### src/rtl/inc_pkg.sv
// Shared constants for the interrupt controller (inc) and its request
// front end (irq_req_conditioner).
//
// Contents:
//   N_IRQ_DEF   - default number of interrupt lines (inc is built for 4)
//   TRIG_LEVEL  - trigger encoding for a level-sensitive line
//   TRIG_EDGE   - trigger encoding for a rising-edge latched line
package inc_pkg;

    localparam int   N_IRQ_DEF  = 4;

    localparam logic TRIG_LEVEL = 1'b0;
    localparam logic TRIG_EDGE  = 1'b1;

endpackage

### src/rtl/irq_sync.sv
// Multi-bit flop-chain synchroniser for asynchronous inputs.
// Each bit is synchronised independently; no cross-bit coherency is implied.
//
// Ports:
//   clk  in  1      - destination clock
//   rst  in  1      - asynchronous active-high reset, clears every stage
//   d    in  WIDTH  - asynchronous input vector
//   q    out WIDTH  - synchronised vector, STAGES clocks behind d
module irq_sync #(
    parameter int WIDTH  = 4,
    parameter int STAGES = 2
) (
    input  logic             clk,
    input  logic             rst,
    input  logic [WIDTH-1:0] d,
    output logic [WIDTH-1:0] q
);

    logic [WIDTH-1:0] stage_q [STAGES];

    // Shift chain: stage 0 is the metastability catcher, later stages
    // give it time to settle before anything downstream looks at it.
    always_ff @(posedge clk or posedge rst) begin
        if (rst) begin
            for (int s = 0; s < STAGES; s++) begin
                stage_q[s] <= '0;
            end
        end else begin
            stage_q[0] <= d;
            for (int s = 1; s < STAGES; s++) begin
                stage_q[s] <= stage_q[s-1];
            end
        end
    end

    assign q = stage_q[STAGES-1];

endmodule

### src/rtl/irq_req_conditioner.sv
// Interrupt request front end for the 4-line controller inc.
// Synchronises raw interrupt lines, applies per-line edge/level triggering
// and masking, and holds edge events pending until inc acknowledges them.
//
// Ports:
//   clk       in  1      - single clock, rising edge
//   rst       in  1      - asynchronous active-high reset
//   raw_irq   in  N_IRQ  - asynchronous interrupt sources
//   cfg_load  in  1      - strobe loading cfg_trig / cfg_mask, clears lost
//   cfg_trig  in  N_IRQ  - per-line trigger: 1 = rising edge, 0 = level
//   cfg_mask  in  N_IRQ  - per-line enable: 1 = enabled
//   ack       in  N_IRQ  - grant from inc.out
//   req       out N_IRQ  - conditioned requests to inc.inp
//   lost      out N_IRQ  - sticky: edge arrived while line already pending
//   irq_any   out 1      - OR of req
//
// SYNC_STAGES must be at least 2.
module irq_req_conditioner
    import inc_pkg::*;
#(
    parameter int N_IRQ       = N_IRQ_DEF,
    parameter int SYNC_STAGES = 2
) (
    input  logic             clk,
    input  logic             rst,
    input  logic [N_IRQ-1:0] raw_irq,
    input  logic             cfg_load,
    input  logic [N_IRQ-1:0] cfg_trig,
    input  logic [N_IRQ-1:0] cfg_mask,
    input  logic [N_IRQ-1:0] ack,
    output logic [N_IRQ-1:0] req,
    output logic [N_IRQ-1:0] lost,
    output logic             irq_any
);

    logic [N_IRQ-1:0] trig_q;
    logic [N_IRQ-1:0] mask_q;
    logic [N_IRQ-1:0] sync;
    logic [N_IRQ-1:0] sync_d;
    logic [N_IRQ-1:0] pend_q;
    logic [N_IRQ-1:0] lost_q;
    logic [N_IRQ-1:0] rise;
    logic [N_IRQ-1:0] ack_eff;
    logic [N_IRQ-1:0] pend_next;
    logic [N_IRQ-1:0] lost_next;

    irq_sync #(
        .WIDTH  (N_IRQ),
        .STAGES (SYNC_STAGES)
    ) u_sync (
        .clk (clk),
        .rst (rst),
        .d   (raw_irq),
        .q   (sync)
    );

    assign rise    = sync & ~sync_d;
    // An ack only counts for a line that is actually presenting a request,
    // so a masked line keeps its stored event even if ack is stray-high.
    assign ack_eff = ack & req;

    for (genvar i = 0; i < N_IRQ; i++) begin : g_line
        logic trig_change;

        // Switching a line's trigger mode discards whatever it had pending,
        // since the old event was captured under different semantics.
        assign trig_change = cfg_load & (cfg_trig[i] != trig_q[i]);

        // Edge lines: set beats clear so an event arriving alongside the
        // ack for the previous one is not dropped. Level lines just follow
        // the synchronised input.
        assign pend_next[i] = trig_change             ? 1'b0 :
                              (trig_q[i] == TRIG_EDGE) ? (rise[i] | (pend_q[i] & ~ack_eff[i])) :
                                                         sync[i];

        // A second edge on a still-pending line is merged, and flagged.
        assign lost_next[i] = cfg_load ? 1'b0 :
                              (lost_q[i] | ((trig_q[i] == TRIG_EDGE) & rise[i] &
                                            pend_q[i] & ~ack_eff[i]));
    end

    // Configuration registers, loaded by the cfg_load strobe.
    always_ff @(posedge clk or posedge rst) begin
        if (rst) begin
            trig_q <= '0;
            mask_q <= '0;
        end else if (cfg_load) begin
            trig_q <= cfg_trig;
            mask_q <= cfg_mask;
        end
    end

    // Edge-detect history plus per-line pending and lost state.
    always_ff @(posedge clk or posedge rst) begin
        if (rst) begin
            sync_d <= '0;
            pend_q <= '0;
            lost_q <= '0;
        end else begin
            sync_d <= sync;
            pend_q <= pend_next;
            lost_q <= lost_next;
        end
    end

    assign req     = pend_q & mask_q;
    assign lost    = lost_q;
    assign irq_any = |req;

endmodule
### config.mk
export PLATFORM = sky130hd
export DESIGN_NAME = irq_req_conditioner
export DESIGN_NICKNAME = d
export VERILOG_FILES = /design/src/rtl/inc_pkg.sv /design/src/rtl/irq_sync.sv /design/src/rtl/irq_req_conditioner.sv
export SDC_FILE = /design/constraint.sdc
export NUM_CORES = 1
export LEC_CHECK = 0
export ABC_AREA = 0
export CAP_MARGIN = 20
export CORE_ASPECT_RATIO = 0.7
export CORE_MARGIN = 8
export CORE_UTILIZATION = 35
export CTS_BUF_LIST = sky130_fd_sc_hd__clkbuf_8
export DETAILED_ROUTE_END_ITERATION = 12
export PLACE_DENSITY = 0.67
export SKIP_CTS_REPAIR_TIMING = 1
export SLEW_MARGIN = 15
export SYNTH_ARGS = -nofsm -noshare
export SYNTH_HDL_FRONTEND = slang
export SYNTH_SLANG_ARGS = --single-unit
### constraint.sdc
create_clock -name clk -period 1.3 [get_ports clk]
set_input_delay 0.13 -clock clk [delete_from_list [all_inputs] [get_ports clk]]
set_output_delay 0.13 -clock clk [all_outputs]
set_load 0.01 [all_outputs]
==> results of run 1 <==
-- cell families after synthesis --
logic type      count (synthesis)
buf+inv                         7
flops                          28
xor+xnor                        4
compound gates                 16
mux                             8
simple gates                   17
-- critical path, cell delays in order (launching register included) --
cell	delay, ns
dfrtp_1	0.38
and2_4	0.16
or4_4	0.52
buf_6	0.13
-- through the flow --
step	setup TNS, ns	area, sq um	setup WS [ns]
after floorplan	0	1050	0.106
after global placement	-0.335	1450	-0.335
after detailed placement	-0.360	1450	-0.360
after CTS	-1.68	1520	-0.675
after global routing	-0.335	1550	-0.335
final	-0.298	1550	-0.298
-- sequential cells by signal, indices dropped and copies added (netlist names) --
signal          cells
u_sync.stage_q      4
lost                4
mask_q              4
pend_q              4
u_sync.q            4
trig_q              4
sync_d              4
-- how the worst min path moves through the flow --
stage | endpoint | slack, ns
after floorplan | u_sync.stage_q[4] | 0.16
after CTS | u_sync.stage_q[7] | 0.22
final | u_sync.stage_q[6] | 0.21
after global placement | u_sync.q[1] | 0.33
after global routing | u_sync.stage_q[6] | 0.28
after detailed placement | u_sync.q[2] | 0.34
-- layer usage --
metal,part of all wire,vias to the layer above,GRT usage
li1,-,352,-
met1,0.45,337,0.101
met2,0.45,22,0.155
met3,0.090,2,0.0460
met4,0.0062,0,0.0224
met5,0,-,0
-- power breakdown --
group / total [W] / leakage (nW) / switching [W] / internal (W)
clock network: 0.000674 / 0.0357 / 0.000262 / 0.000412
registers: 0.000978 / 0.338 / 0.0000426 / 0.000935
logic: 0.000325 / 0.440 / 0.000122 / 0.000203
total: 0.00198 / 0.814 / 0.000426 / 0.00155
-- area by class of cell --
cell class              count  share of cell area
multi-input cells          45               0.214
clock inverters             1              0.0194
repair buffers             37               0.245
well taps                  36              0.0291
inverters                   5              0.0121
flip-flops and latches     28               0.453
clock buffers               3              0.0267
-- layout by cell type, fill, tap and decap left out --
cell / Yosys / routed
dlymetal6s2s_1: 0 / 8
a21boi_0: 2 / 1
clkbuf_8: 0 / 3
nor2_1: 8 / 8
a21oi_1: 4 / 4
a41oi_1: 4 / 4
mux2_2: 8 / 8
inv_1: 5 / 5
or4_4: 1 / 1
a211oi_1: 4 / 3
clkdlybuf4s50_1: 0 / 18
and2_4: 1 / 2
dfrtp_1: 28 / 28
nand2_1: 4 / 4
and2_1: 3 / 2
a21boi_1: 2 / 3
bufinv_16: 0 / 1
buf_6: 0 / 1
a211oi_2: 0 / 1
buf_12: 0 / 1
xor2_1: 4 / 4
buf_4: 0 / 9
==> qor.yml, run 1 <==
outcome: "finished with violations"
violations: "negative setup slack"
critical_path.reg2reg.startpoint: "mask_q[2]"
drt_pre_antenna_iters: 3
areaGrowthSynthToFinish_pct: 46.8
cts_max_path_buffers: 2
ys_warn_count: 0
synth_top_flop_cell: "dfrtp_1"
maxCapViolCount: 0
crit_start: "pend_q[0]"
cts_tree: "done"
cp_max_fo: 2
drt.antenna.violating_nets: 0
yosys.cell_count.top_type: "dfrtp_1"
synth_cell_types: 15
final_util: 0.548
seq_area_frac_synth: 0.665
route.detailed.wl_per_inst_um: 13.6
cts_made_buffers: 3
synthDominantAreaCellType: "dfrtp_1"
grt_antenna_before_repair: 0
post-layout-total-power_w: 0.00198
r2r_setup_slk_ns: 0.12
nets: 139
dp_hpwl_um: 1560
fp-row-count: 16
power.density_cell_area_mw_per_mm2: 1280
grt_start_max_net_pins: 29
clock-root-buffer: "clkbuf_8"
placement.io_buffers: 27
post_synth_fa_ha_maj_area_fraction: 0
finalCritPeriodShare: 1.23
die_area_sq_mm: 0.00505
floorplan.io_pins: 28
filler_cell_count: 246
crit_arrival_ns: 1.47
detailedRoute.firstIterationViolations: 23
static-leakage-power_nw: 0.814
cell_count_after_synthesis: 80
syn_avg_cell_area_sq_um: 13.2
initial_utilization: 0.373
crit_start_category: "flop"
final_max_slew_viol_count: 0
post_synth_and_or_nand_nor_area_fraction: 0.0796
cts_htree_levels: 1
reg2reg_depth: 5
upper_clock_frequency_limit_mhz: 626
grt_pass1_wl_um: 3490
number_of_global_route_vias_before_repair: 760
n_antenna_cell: 0
regToRegEndpoint: "pend_q[2]"
syn_area_sq_mm: 0.00105
post_synth_mux_area_share: 0.0855
hold_slack_ns: 0.213
number_of_non_filler_instances_in_the_completed_layout: 155
placed_cells: 151
grt_util_all_layers: 0.0912
number_of_synthesized_register_bits: 28
gp_congestion: 0.712
timing.final.ws_setup_ns: -0.298
cp_data_required_time_ns: 1.17
area_share_of_xor_xnor_cells_in_the_synthesized_design: 0.0333
worstSetupPathType: "flop to output port"
multi_input_area_sq_um: 332
maxSlewHeadroom: 0.772
count_of_vias_placed_by_the_detailed_router: 713
worst_setup_path_end_kind: "output port"
routed_wirelength_um: 2100
clk_pin_slew_ns: 0.09
synth-compound-area-share: 0.109
clk-insertion-delay-late_ns: 0.27
numClockSinks: 28
min_period_ns: 1.60
synth_nets: 99
setup_viol_count_final: 1
peak_supply_drop_mv: 0.875
post_route_cells_drive_above_1_share: 0.227
std_cell_core_area_sq_mm: 0.00282
synth_area_leaders: "dfrtp_1 (67%), mux2_2 (8.6%), a41oi_1 (3.3%)"
die_height_um: 61.9
cp-endpoint: "irq_any"
grt_setup_unrepaired: "yes"
layout.area.seq_sq_um: 701
hold_violations: 0
globalRoute.totalOverflow: 0
hold_path.class: "primary input to asynchronous set/reset pin"
die_width_um: 81.6
async_s_r_ff_share_synth: 1.00
synth_enable_flop_cells: 0
worstMarginPinSlew_ns: 0.342
via_per_inst: 4.60
fin_skew_ns: 0.00538
largest_family_of_logic_cells_by_synthesized_area: "compound AO/OA/AOI/OAI gates"
netlist.area_leader.share: 0.665
post-route-drc-count: 0
synth_top_cells_by_count: "dfrtp_1 (28), mux2_2 (8), nor2_1 (8), inv_1 (5)"
No activity file was read; power rests on OpenSTA's default activity.
==> inputs of run 2 (changes only) <==
Settings changed: RECOVER_POWER from default to 25, SYNTH_HIERARCHICAL from default to 1.
==> run 2 against run 1 <==
Net effect: the flow still finishes with violations (negative setup slack); first-iteration DRC count rose by 87%; synthesized cell count increased by 7.5%; critical endpoint unchanged; sequential cell count did not move; clock-buffer cell count unchanged; utilization shrank 5.3 points; final area down 2.7%; wire length is 1.7% lower; highest routed layer is now met3.
==> qor.yml, run 2 <==
number_of_synthesized_register_bits: 28  # unchanged
synth_enable_flop_cells: 0  # unchanged
maxSlewHeadroom: 0.682  # -0.0899
die_width_um: 82.3  # +0.90%
finalCritPeriodShare: 1.23  # +0.00281
grt_setup_unrepaired: "yes"
portion_of_total_power_attributed_to_combinational_logic: 0.180  # +0.016
grt_pass1_wl_um: 3470  # -0.60%
timing.final.ws_setup_ns: -0.302  # -0.00365 ns
drt_pre_antenna_iters: 2  # -1
peak_supply_drop_mv: 0.623  # -29%
std_cell_core_area_sq_mm: 0.00304  # +7.8%
post_route_cells_drive_above_1_share: 0.205  # -0.0220
synth_top_cells_by_count: "dfrtp_1 (28), inv_1 (8), nor2_1 (8), mux2_2 (7)"
share_seq_of_total_power: 0.564  # +0.069
cts_made_buffers: 3  # unchanged
drt.antenna.violating_nets: 0  # unchanged
nets: 143  # +2.9%
cp_max_fo: 2  # unchanged
clock-root-buffer: "clkbuf_8"
grt_start_max_net_pins: 21  # -28%
crit_arrival_ns: 1.47  # about the same
fp-row-count: 17  # +1
pwr-share-clk: 0.255  # -0.086
routed_wirelength_um: 2070  # -1.7%
clk-insertion-delay-late_ns: 0.27  # about the same
cts_max_path_buffers: 2  # unchanged
r2r_setup_slk_ns: 0.15  # +0.03 ns
hold_path.class: "primary input to asynchronous set/reset pin"
p_sw_frac: 0.228  # +0.0122
cp_data_required_time_ns: 1.17  # about the same
areaGrowthSynthToFinish_pct: 39.7
yosys.cell_count.top_type: "dfrtp_1"
min_period_ns: 1.60  # +0.00365 ns
setup_viol_count_final: 1  # unchanged
static-leakage-power_nw: 0.802  # -1.5%
final_max_slew_viol_count: 0  # unchanged
die_area_sq_mm: 0.00514  # +1.7%
worstMarginPinSlew_ns: 0.477  # +0.135 ns
die_height_um: 62.4  # +0.83%
number_of_global_route_vias_before_repair: 759  # -0.13%
numClockSinks: 28  # unchanged
synthDominantAreaCellType: "dfrtp_1"
syn_avg_cell_area_sq_um: 12.5  # -4.9%
cts_htree_levels: 1  # unchanged
async_s_r_ff_share_synth: 1.00  # unchanged
maxCapViolCount: 0  # unchanged
power.density_cell_area_mw_per_mm2: 1150  # -10%
violations: "negative setup slack"
gp_congestion: 0.710  # -0.29%
synth_nets: 105  # +6.1%
hold_slack_ns: 0.267  # +0.0539 ns
layout_commonest_cell: "dfrtp_1"
fin_skew_ns: 0.0116  # +0.00621 ns
dp_hpwl_um: 1700  # +9.1%
globalRoute.totalOverflow: 0  # unchanged
placement.io_buffers: 27  # unchanged
netSwitchingPower_w: 0.000393  # -7.7%
route.detailed.wl_per_inst_um: 12.9  # -4.8%
power.internal_w: 0.00133  # -14%
grt_util_all_layers: 0.0872  # -0.00406
ys_warn_count: 6  # +6
netlist.area_leader.share: 0.650  # -0.0147
crit_start_category: "flop"
clk_pin_slew_ns: 0.09  # about the same
post-layout-total-power_w: 0.00173  # -13%
cts_tree: "done"
initial_utilization: 0.354  # -0.0191
synth_cell_types: 17  # +2
worstSetupPathType: "flop to output port"
n_antenna_cell: 0  # unchanged
dpl_ws_ns: -0.364  # -0.00372 ns
floorplan.io_pins: 28  # unchanged
grt_antenna_before_repair: 0  # unchanged
outcome: "finished with violations"
synth_top_flop_cell: "dfrtp_1"
worst_setup_path_end_kind: "output port"
upper_clock_frequency_limit_mhz: 624  # -0.23%
synth_area_leaders: "dfrtp_1 (65%), mux2_2 (7.3%), a41oi_1 (3.3%)"
syn_area_sq_mm: 0.00108  # +2.3%
cell_count_after_synthesis: 86  # +7.5%
post-route-drc-count: 0  # unchanged
count_of_vias_placed_by_the_detailed_router: 720  # +0.98%
sum_of_negative_setup_slack_ns: -0.302  # -0.00365 ns
seq_area_frac_synth: 0.650  # -0.0147
hold_violations: 0  # unchanged
detailedRoute.firstIterationViolations: 43  # +87%
via_per_inst: 4.50  # -2.2%
top_library_cells_by_usage_in_the_layout_fill_and_taps_aside: "dfrtp_1 (28), clkdlybuf4s50_1 (13), buf_4 (10)"
-- run 2: cell types whose count changed after synthesis, sizes merged, moves of 3 or more --
| cell | delta |
|---|---|
| o22ai | +4 |
| xor2 | -4 |
| a211oi | -3 |
| buf | +3 |
| inv | +3 |
| xnor2 | +3 |
-- run 2: worst max-delay path, stage by stage, from the launching register on --
cell and delay, ns:
dfrtp_1 0.38, and2_4 0.16, or4_4 0.52, buf_6 0.14
-- run 2: final timing paths --
path | cells after the start | start | end
min in group clk | 0 | u_sync/stage_q[5] | u_sync/q[1]
max reg2reg | 4 | mask_q[2] | pend_q[2]
min | 2 | rst | u_sync/stage_q[7]
max | 3 | mask_q[0] | irq_any
max in group asynchronous | 3 | rst | lost[1]
min reg2reg | 0 | u_sync/stage_q[5] | u_sync/q[1]
-- run 2: final cells by class --
cell class	instances	area, sq um
multi-input cells	45	314
clock buffers	3	41.3
inverters	8	30.0
well taps	38	47.5
fillers	274	1540
flip-flops and latches	28	701
repair buffers	38	372
-- run 2: layer usage --
| metal | vias up | track usage | wire length (um) |
|---|---|---|---|
| li1 | 362 | - | - |
| met1 | 336 | 0.110 | 937 |
| met2 | 22 | 0.130 | 956 |
| met3 | 0 | 0.0431 | 173 |
| met4 | 0 | 0.0197 | 0 |
| met5 | - | 0 | 0 |
-- run 2: logic make-up after synthesis --
kind of cell / share of synthesized area
AOI/OAI and AO/OA: 0.114
xor gates and xnor gates: 0.0244
buffers and inverters: 0.0604
DFF: 0.650
muxes: 0.0732
and+or+nand+nor: 0.0778
-- run 2: power by group through the flow --
stage / Sequential (W) / Combinational (W) / Clock [W]
finish: 0.000975 / 0.000311 / 0.000441
global route: 0.000984 / 0.000345 / 0.000506
CTS: 0.000975 / 0.000323 / 0.000457
detailed placement: 0.000992 / 0.000322 / 0
global placement: 0.000987 / 0.000312 / 0
floorplan: 0.000983 / 0.000159 / 0
-- run 2: metrics by stage --
step	util	instance area [sq um]	instances
final	0.495	1510	160
after global routing	0.495	1510	160
after CTS	0.488	1480	160
after detailed placement	0.474	1440	157
after global placement	0.474	1440	157
after floorplan	-	1080	86
==> inputs of run 3 (changes only) <==
Settings changed: ABC_CLOCK_PERIOD_IN_PS from default to 1300, SLEW_MARGIN 15 to 25.
==> results of run 3 <==
Same layout as run 2: the final DEF is identical, and so are final timing and power.
